### config.mk
export PLATFORM = sky130hd
export DESIGN_NAME = paddle_move_controller
export DESIGN_NICKNAME = d
export VERILOG_FILES = /design/src/rtl/paddle_move_controller.sv
export SDC_FILE = /design/constraint.sdc
export NUM_CORES = 1
export LEC_CHECK = 0
export ABC_CLOCK_PERIOD_IN_PS = 4700
export CAP_MARGIN = 20
export CORE_MARGIN = 3
export CORE_UTILIZATION = 40
export DETAILED_ROUTE_END_ITERATION = 7
export GPL_TIMING_DRIVEN = 0
export SLEW_MARGIN = 30
export SYNTH_ARGS = -nofsm -noshare
export SYNTH_HDL_FRONTEND = slang
export SYNTH_SLANG_ARGS = --single-unit
### constraint.sdc
create_clock -name clk -period 4.7 [get_ports clk]
set_input_delay 1.175 -clock clk [delete_from_list [all_inputs] [get_ports clk]]
set_output_delay 1.175 -clock clk [all_outputs]
set_load 0.02 [all_outputs]
### src/rtl/paddle_move_controller.sv
// Paddle motion sequencer: move-tick prescaler, player/auto arbitration,
// single-cycle step strobes toward the paddle position datapath.
module paddle_move_controller #(
  parameter int TICK_DIV   = 50000,
  parameter int IDLE_TICKS = 2000,
  parameter int DEADBAND   = 4,
  parameter int ROW_W      = 12
) (
  input  logic             clk,
  input  logic             rst,
  input  logic             game_active,
  input  logic             player_up,
  input  logic             player_down,
  input  logic [ROW_W-1:0] ball_row,
  input  logic [ROW_W-1:0] paddle_row,
  output logic             move_tick,
  output logic             step_up,
  output logic             step_down,
  output logic             ai_active
);

  localparam int TW = (TICK_DIV > 1) ? $clog2(TICK_DIV) : 1;
  localparam int IW = $clog2(IDLE_TICKS + 1);
  localparam logic [TW-1:0]    TICK_LAST = TW'(TICK_DIV - 1);
  localparam logic [IW-1:0]    IDLE_LAST = IW'(IDLE_TICKS - 1);
  localparam logic [IW-1:0]    IDLE_MAX  = IW'(IDLE_TICKS);
  localparam logic [ROW_W:0]   DB        = (ROW_W+1)'(DEADBAND);

  typedef enum logic [1:0] {S_IDLE, S_PLAYER, S_AUTO} state_t;

  state_t          r_state, w_state_nxt;
  logic [TW-1:0]   r_tick_cnt;
  logic            r_move_tick;
  logic [IW-1:0]   r_idle_cnt, w_idle_nxt;
  logic            r_step_up, r_step_dn, w_up_nxt, w_dn_nxt;
  logic            r_ai_active;

  logic            w_activity, w_plr_up, w_plr_dn;
  logic [ROW_W:0]  w_ball_x, w_pad_x;
  logic            w_auto_up, w_auto_dn;

  assign w_activity = player_up | player_down;
  assign w_plr_up   = player_up & ~player_down;
  assign w_plr_dn   = player_down & ~player_up;

  // One extra bit keeps row + DEADBAND from wrapping at the top of the field.
  assign w_ball_x  = {1'b0, ball_row};
  assign w_pad_x   = {1'b0, paddle_row};
  assign w_auto_up = (w_ball_x + DB) < w_pad_x;
  assign w_auto_dn = w_ball_x > (w_pad_x + DB);

  // Free-running prescaler; tick pulse is registered off the terminal count.
  always_ff @(posedge clk) begin
    if (rst) begin
      r_tick_cnt  <= '0;
      r_move_tick <= 1'b0;
    end else begin
      r_move_tick <= (r_tick_cnt == TICK_LAST);
      r_tick_cnt  <= (r_tick_cnt == TICK_LAST) ? '0 : r_tick_cnt + 1'b1;
    end
  end

  // Control state, idle counter and registered strobes / ai flag.
  always_ff @(posedge clk) begin
    if (rst) begin
      r_state     <= S_IDLE;
      r_idle_cnt  <= '0;
      r_step_up   <= 1'b0;
      r_step_dn   <= 1'b0;
      r_ai_active <= 1'b0;
    end else begin
      r_state     <= w_state_nxt;
      r_idle_cnt  <= w_idle_nxt;
      r_step_up   <= w_up_nxt;
      r_step_dn   <= w_dn_nxt;
      r_ai_active <= (w_state_nxt == S_AUTO);
    end
  end

  // Per-tick arbitration. The tick that leaves IDLE is handled as an
  // ordinary player tick, so it counts toward the idle takeover too.
  always_comb begin
    w_state_nxt = r_state;
    w_idle_nxt  = r_idle_cnt;
    w_up_nxt    = 1'b0;
    w_dn_nxt    = 1'b0;
    if (r_move_tick) begin
      if (!game_active) begin
        w_state_nxt = S_IDLE;
        w_idle_nxt  = '0;
      end else if (r_state == S_AUTO && !w_activity) begin
        w_up_nxt = w_auto_up;
        w_dn_nxt = w_auto_dn;
      end else if (w_activity) begin
        // Player always wins, including against the auto controller.
        w_state_nxt = S_PLAYER;
        w_idle_nxt  = '0;
        w_up_nxt    = w_plr_up;
        w_dn_nxt    = w_plr_dn;
      end else if (r_idle_cnt >= IDLE_LAST) begin
        w_state_nxt = S_AUTO;
        w_idle_nxt  = IDLE_MAX;
      end else begin
        w_state_nxt = S_PLAYER;
        w_idle_nxt  = r_idle_cnt + 1'b1;
      end
    end
  end

  assign move_tick = r_move_tick;
  assign step_up   = r_step_up;
  assign step_down = r_step_dn;
  assign ai_active = r_ai_active;

endmodule

==> impl_metrics.csv, run 1 <==
group,metric,value,unit
sta,skew,0.00669,ns
floorplanning,die_h,82.8,um
sta,maxClockFrequency,270,MHz
clock_tree,worst_skew_pair.late_latency,0.28,ns
yosys,yosys.area.top_type,"dfxtp_1",
setup_path,critPathMaxStageDelay,0.56,ns
global_route,gr-total-overflow,0,
yosys,syn_inst,296,
sta,finalSetupViolCount,0,
clock_tree,cts_sinks,33,
drt,drt-total-wl,5370,um
pwr,powerDensity,245,nW/um^2
placed_design,gp_congestion,0.852,
drt,drt_iter0_drc,68,
placed_design,io_buffers,31,
worst_hold_path,hold_class,"flip-flop to flip-flop",
sta,fin_setup_tns,0,ns
setup_path,endpoint_kind,"flip-flop",
drt,post_drt_wl_per_cell,13.2,um
drt,vias,2161,
clock_tree,cts.clk_slew.worst_paths,0.07,ns
clock_tree,cts.path.max_buffers,2,
setup_path,critPathLaunchType,"primary input",
yosys,synthTopCellsByArea,"dfxtp_1 28%, ha_1 14%, xnor2_1 8.2%",
flow_run,drv_cap,0,
yosys,synthDistinctLibCells,48,
floorplanning,start_util,42.1,%
yosys,syn_area,2360,um^2
yosys,ys_ff_latch,33,
setup_path,rr_endpoint,"r_tick_cnt[4]",
layout,final_cells,407,
yosys,synth-edff-count,0,
sta,slew_viol_final,0,
floorplanning,rows,27,
global_route,antenna_found_initial,0,
clock_tree,cts_root_buffer,"clkbuf_8",
sta,hold_violations,0,
yosys,netlist.area_leader.share,28.0,%
clock_tree,holdBufCountCts,0,
setup_path,crit_chain,"clkdlybuf4s50_1 -> and4_1 -> and4_1 -> nand3_1 -> xnor2_1 -> ha_1 -> a211oi_1 -> nand2_1 -> a221oi_1 -> o31a_1 -> o31ai_1",
layout,diodes,0,
yosys,syn_nets,351,
sta,rsz0062_at_grt,"false",
drt,dr.pass1.iters,4,
setup_path,worstPathRequired,4.87,ns
pwr,power_leakage,1.11,nW
sta,period_share,78.8,%
worst_hold_path,whs_path_depth,1,
floorplanning,die_area,6860,um^2
setup_path,r2r_slack,2.90,ns
setup_path,crit_slowest_cell,"clkdlybuf4s50_1",
floorplanning,ioPinCount,33,
placed_design,place_area,2760,um^2
yosys,synthFlopType,"dfxtp_1",
placed_design,hpwl,4250,um
global_route,track_usage,15.7,%
worst_hold_path,hold_start,"r_tick_cnt[0]",
setup_path,rr_startpoint,"r_tick_cnt[0]",
yosys,synthArstFlopShare,0,%
layout,synthToLayoutAreaGrowth,22.6,%
drt,detail-route-antenna-nets,0,
setup_path,crit_top_cell,"and4_1",
drt,drcViolationCount,0,
clock_tree,post_cts_resized,0,
setup_path,path_buf_inv,1,
sta,max_slew_margin,67.0,%
clock_tree,cts_buffers,5,
layout,fill_cells,572,
global_route,grt_pass1_vias,2039,
yosys,synth_area_per_cell,7.97,um^2
sta,period_needed,3.70,ns
layout,layout-drive-gt1-share,5.97,%
layout,final_area,2890,um^2
setup_path,path_max_fanout,5,
sta,tightest_slew,0.495,ns
placed_design,dp_cells,399,
pwr,ir_drop,182,uV
global_route,grt_pass1_wl,9090,um
clock_tree,post-cts-setup-buffer-count,0,
floorplanning,die_w,82.8,um
worst_hold_path,min_to,"r_tick_cnt[0]",
layout,fin_nets,389,
setup_path,path_class,"primary input to flip-flop",
run_status,status,"finished, final reports clean",
setup_path,cp_top_family,"compound AO/OA/AOI/OAI gates",
drt,viasPerCell,5.31,
clock_tree,cts_tree,"built",
yosys,ys_seq_area_share,28.0,%
setup_path,worstRegToRegCells,7,
clock_tree,cts.htree.levels,2,
global_route,grt_max_degree,12,
setup_path,cp.arrival,3.87,ns
yosys,ys_warn_count,0,
floorplanning,core_area,5610,um^2
synth_stat cells, drive strengths merged (2+ instances only):
cell    number
buf          3
nand3       23
nand2b       2
o221a        2
xnor2       22
nand3b       2
and4         3
a211oi       3
nor4         2
xor2         8
dfxtp       33
a31oi        3
nand4       12
a41oi        2
inv         20
o21ai       14
nor2        39
and3         6
nand2       29
o31ai        2
nor3         6
a21oi       12
nor2b        3
o21a         2
ha          26
report_power, final:
group          switching, mW  internal [mW]
logic                 0.0550         0.0541
registers            0.00203          0.282
clock network          0.107          0.211
layout make-up:
| cell class | instances | area, um^2 | share of cell area (%) |
|---|---|---|---|
| inverters | 20 | 75.1 | 2.59 |
| well taps | 72 | 90.1 | 3.11 |
| flip-flops and latches | 33 | 661 | 22.8 |
| plain buffers | 4 | 27.5 | 0.951 |
| repair buffers | 31 | 310 | 10.7 |
| clock inverters | 3 | 65.1 | 2.25 |
| clock buffers | 5 | 68.8 | 2.38 |
| multi-input cells | 239 | 1600 | 55.2 |
cell usage in the layout, fill, tap and decap left out, types with 3 or more instances in the layout:
cell and n:
dfxtp_1 33, o21ai_1 5, nor3_1 6, a31oi_1 3
nand4_1 12, a21oi_2 3, ha_1 26, and4_1 3
xor2_1 8, clkdlybuf4s50_1 31, o21ai_0 8, xnor2_1 22
nor2b_1 3, a21oi_1 9, and3_1 6, nor2_1 39
clkbuf_8 5, inv_1 20, a211oi_1 3, nand3_1 23
nand2_1 29
worst reg2reg max path, stage by stage, from the launching register on:
cell and delay [ns]:
dfxtp_1 0.38, ha_1 0.21, nand3_1 0.19, nor4_1 0.27, nand3_1 0.17, nand2_1 0.20
buf_4 0.20, nor2_1 0.06
flip-flops by register name, indices dropped and copies added, names as in the netlist:
signal and cells:
r_tick_cnt 16, r_idle_cnt 11, r_state 2, ai_active 1
move_tick 1, step_down 1, step_up 1
per-stage QoR:
step / total power, mW / util [%] / hold WS, ns / setup slack (ns)
after floorplan: 0.350 / - / 0.429 / 1.75
after global placement: 0.398 / 49.2 / 0.449 / 0.756
after detailed placement: 0.398 / 49.2 / 0.465 / 0.768
after CTS: 0.718 / 51.6 / 0.482 / 1.05
after global routing: 0.746 / 51.6 / 0.507 / 0.899
final: 0.710 / 51.6 / 0.480 / 0.999
worst max-delay path by stage:
stage | start | end | slack (ns) | cells after the start
after floorplan | paddle_row[5] | step_down | 1.75 | 10
after global placement | paddle_row[4] | step_down | 0.76 | 11
after detailed placement | paddle_row[4] | step_down | 0.77 | 11
after CTS | paddle_row[4] | step_down | 1.05 | 11
after global routing | paddle_row[4] | step_down | 0.90 | 11
final | paddle_row[4] | step_down | 1.0 | 11
layer usage:
metal | GRT usage (%) | vias to the layer above | wire length, um
li1 | - | 1134 | -
met1 | 21.3 | 997 | 2780
met2 | 25.7 | 25 | 2420
met3 | 3.27 | 5 | 134
met4 | 3.12 | 0 | 38
met5 | 0 | - | 0
cells by family (layout without fill, tap and decap cells):
kind of cell    Yosys count  after routing  synth area share [%]
xor+xnor                 30             30                  11.1
flops                    33             33                  28.0
buf+inv                  24             63                  4.35
compound gates           49             49                  14.5
fa+ha+maj                26             26                  13.8
simple gates            134            134                  28.2
Power figures use the tool's default switching activity.
==> inputs of run 2 (changes only) <==
ABC_CLOCK_PERIOD_IN_PS = 3400   (was 4700)
clock period = 3.4 ns   (was 4.7 ns; I/O delays follow)
==> impl_metrics.csv, run 2 (synthesis results as in run 1) <==
group,metric,value,unit
placed_design,gp_congestion,0.852,
layout,final_common_cell,"nor2_1",
sta,period_share,95.6,%
setup_path,endpoint_kind,"flip-flop",
layout,synthToLayoutAreaGrowth,22.9,%
flow_run,drv_cap,0,
pwr,powerDensity,339,nW/um^2
setup_path,r2r_slack,1.60,ns
sta,skew,0.00669,ns
clock_tree,cts.htree.levels,2,
global_route,track_usage,15.7,%
sta,tightest_slew,0.495,ns
drt,drcViolationCount,0,
setup_path,worstPathRequired,3.57,ns
pwr,ir_drop,252,uV
pwr,power_leakage,1.11,nW
layout,multiInputGateArea,1600,um^2
global_route,grt_use_met1,21.3,%
floorplanning,die_h,82.8,um
layout,largest_register_ffs,16,
clock_tree,cts.path.max_buffers,2,
sta,holdWs,0.480,ns
setup_path,path_max_fanout,5,
layout,top_regs,"r_tick_cnt: 16 flops, r_idle_cnt: 11 flops, r_state: 2 flops",
drt,dr.pass1.iters,4,
sta,finalSetupViolCount,0,
sta,period_needed,3.25,ns
layout,final_cell_mix,"39 x nor2_1, 33 x dfxtp_1, 31 x clkdlybuf4s50_1",
placed_design,place_area,2760,um^2
drt,drt_iter0_drc,78,
global_route,grt_max_degree,12,
sta,rsz0062_at_grt,"false",
placed_design,io_buffers,31,
layout,final_cells,407,
global_route,gr-total-overflow,0,
floorplanning,die_w,82.8,um
placed_design,dp_cells,399,
sta,hold_violations,0,
run_status,status,"finished, final reports clean",
layout,fin_nets,389,
clock_tree,worst_skew_pair.late_latency,0.28,ns
clock_tree,cts_root_buffer,"clkbuf_8",
drt,vias,2156,
global_route,top_usage_layer,"met2",
layout,regMostFlops,"r_tick_cnt",
sta,max_slew_margin,67.0,%
layout,layout-drive-gt1-share,6.27,%
clock_tree,cts.clk_slew.worst_paths,0.07,ns
global_route,grt_pass1_wl,9090,um
clock_tree,cts_sinks,33,
floorplanning,ioPinCount,33,
global_route,grt_pass1_vias,2039,
sta,slew_viol_final,0,
global_route,met3_usage,3.27,%
worst_hold_path,hold_class,"flip-flop to flip-flop",
floorplanning,die_area,6860,um^2
placed_design,hpwl,4250,um
floorplanning,start_util,42.1,%
global_route,antenna_found_initial,0,
drt,detail-route-antenna-nets,0,
sta,fin_setup_tns,0,ns
layout,diodes,0,
drt,drt-total-wl,5380,um
sta,maxClockFrequency,308,MHz
setup_path,cp.arrival,3.42,ns
layout,final_area,2900,um^2
layout,fill_cells,573,
drt,post_drt_wl_per_cell,13.2,um
drt,viasPerCell,5.30,
global_route,grt_use_met2,25.7,%
clock_tree,cts_buffers,5,
setup_path,critPathLaunchType,"primary input",
floorplanning,rows,27,
setup_path,path_class,"primary input to flip-flop",
layout,area.sequential,661,um^2
clock_tree,cts_tree,"built",
floorplanning,core_area,5610,um^2
layout,utilization,51.7,%
run 2: cell count changes in the layout (fill, tap and decap cells not counted):
| cell | change |
|---|---|
| a221oi_1 | -1 |
| a221oi_2 | +1 |
run 2: repair_timing:
| action | CTS | global route |
|---|---|---|
| hold buffers | 0 | 0 |
| buffers inserted | 0 | 0 |
| endpoints found under the setup margin | 0 | 1 |
| resized for setup | 0 | 1 |
run 2: final cells by class:
class                   count  area share (%)
well taps                  72            3.11
clock buffers               5            2.37
repair buffers             31            10.7
multi-input cells         239            55.3
clock inverters             3            2.24
plain buffers               4           0.949
flip-flops and latches     33            22.8
inverters                  20            2.59
run 2: report_power, final:
group / switching [mW] / internal [mW] / total [mW]
Combinational: 0.0770 / 0.0754 / 0.152
Clock: 0.147 / 0.291 / 0.439
Sequential: 0.00280 / 0.389 / 0.392
run 2: final timing paths:
path | startpoint | end | cells past startpoint
min reg2reg | r_tick_cnt[0] | r_tick_cnt[0] | 1
max | paddle_row[4] | step_down | 11
min | r_tick_cnt[0] | r_tick_cnt[0] | 1
max reg2reg | r_tick_cnt[0] | r_tick_cnt[4] | 7
run 2: critical path: stages:
cell,delay (ns)
clkdlybuf4s50_1,0.56
and4_1,0.28
and4_1,0.27
nand3_1,0.11
xnor2_1,0.14
ha_1,0.32
a211oi_1,0.25
nand2_1,0.13
a221oi_2,0.24
o31a_1,0.19
o31ai_1,0.07
run 2: layer usage:
layer	vias up	wire length (um)
met2	26	2420
met1	992	2780
met3	5	134
li1	1133	-
met4	0	38
met5	-	0
run 2: per-stage QoR:
stage | power [mW] | worst slack (ns)
after floorplan | 0.483 | 0.773
after global placement | 0.550 | -0.219
after detailed placement | 0.551 | -0.207
after CTS | 0.992 | 0.0739
after global routing | 1.03 | 0.0268
final | 0.983 | 0.148
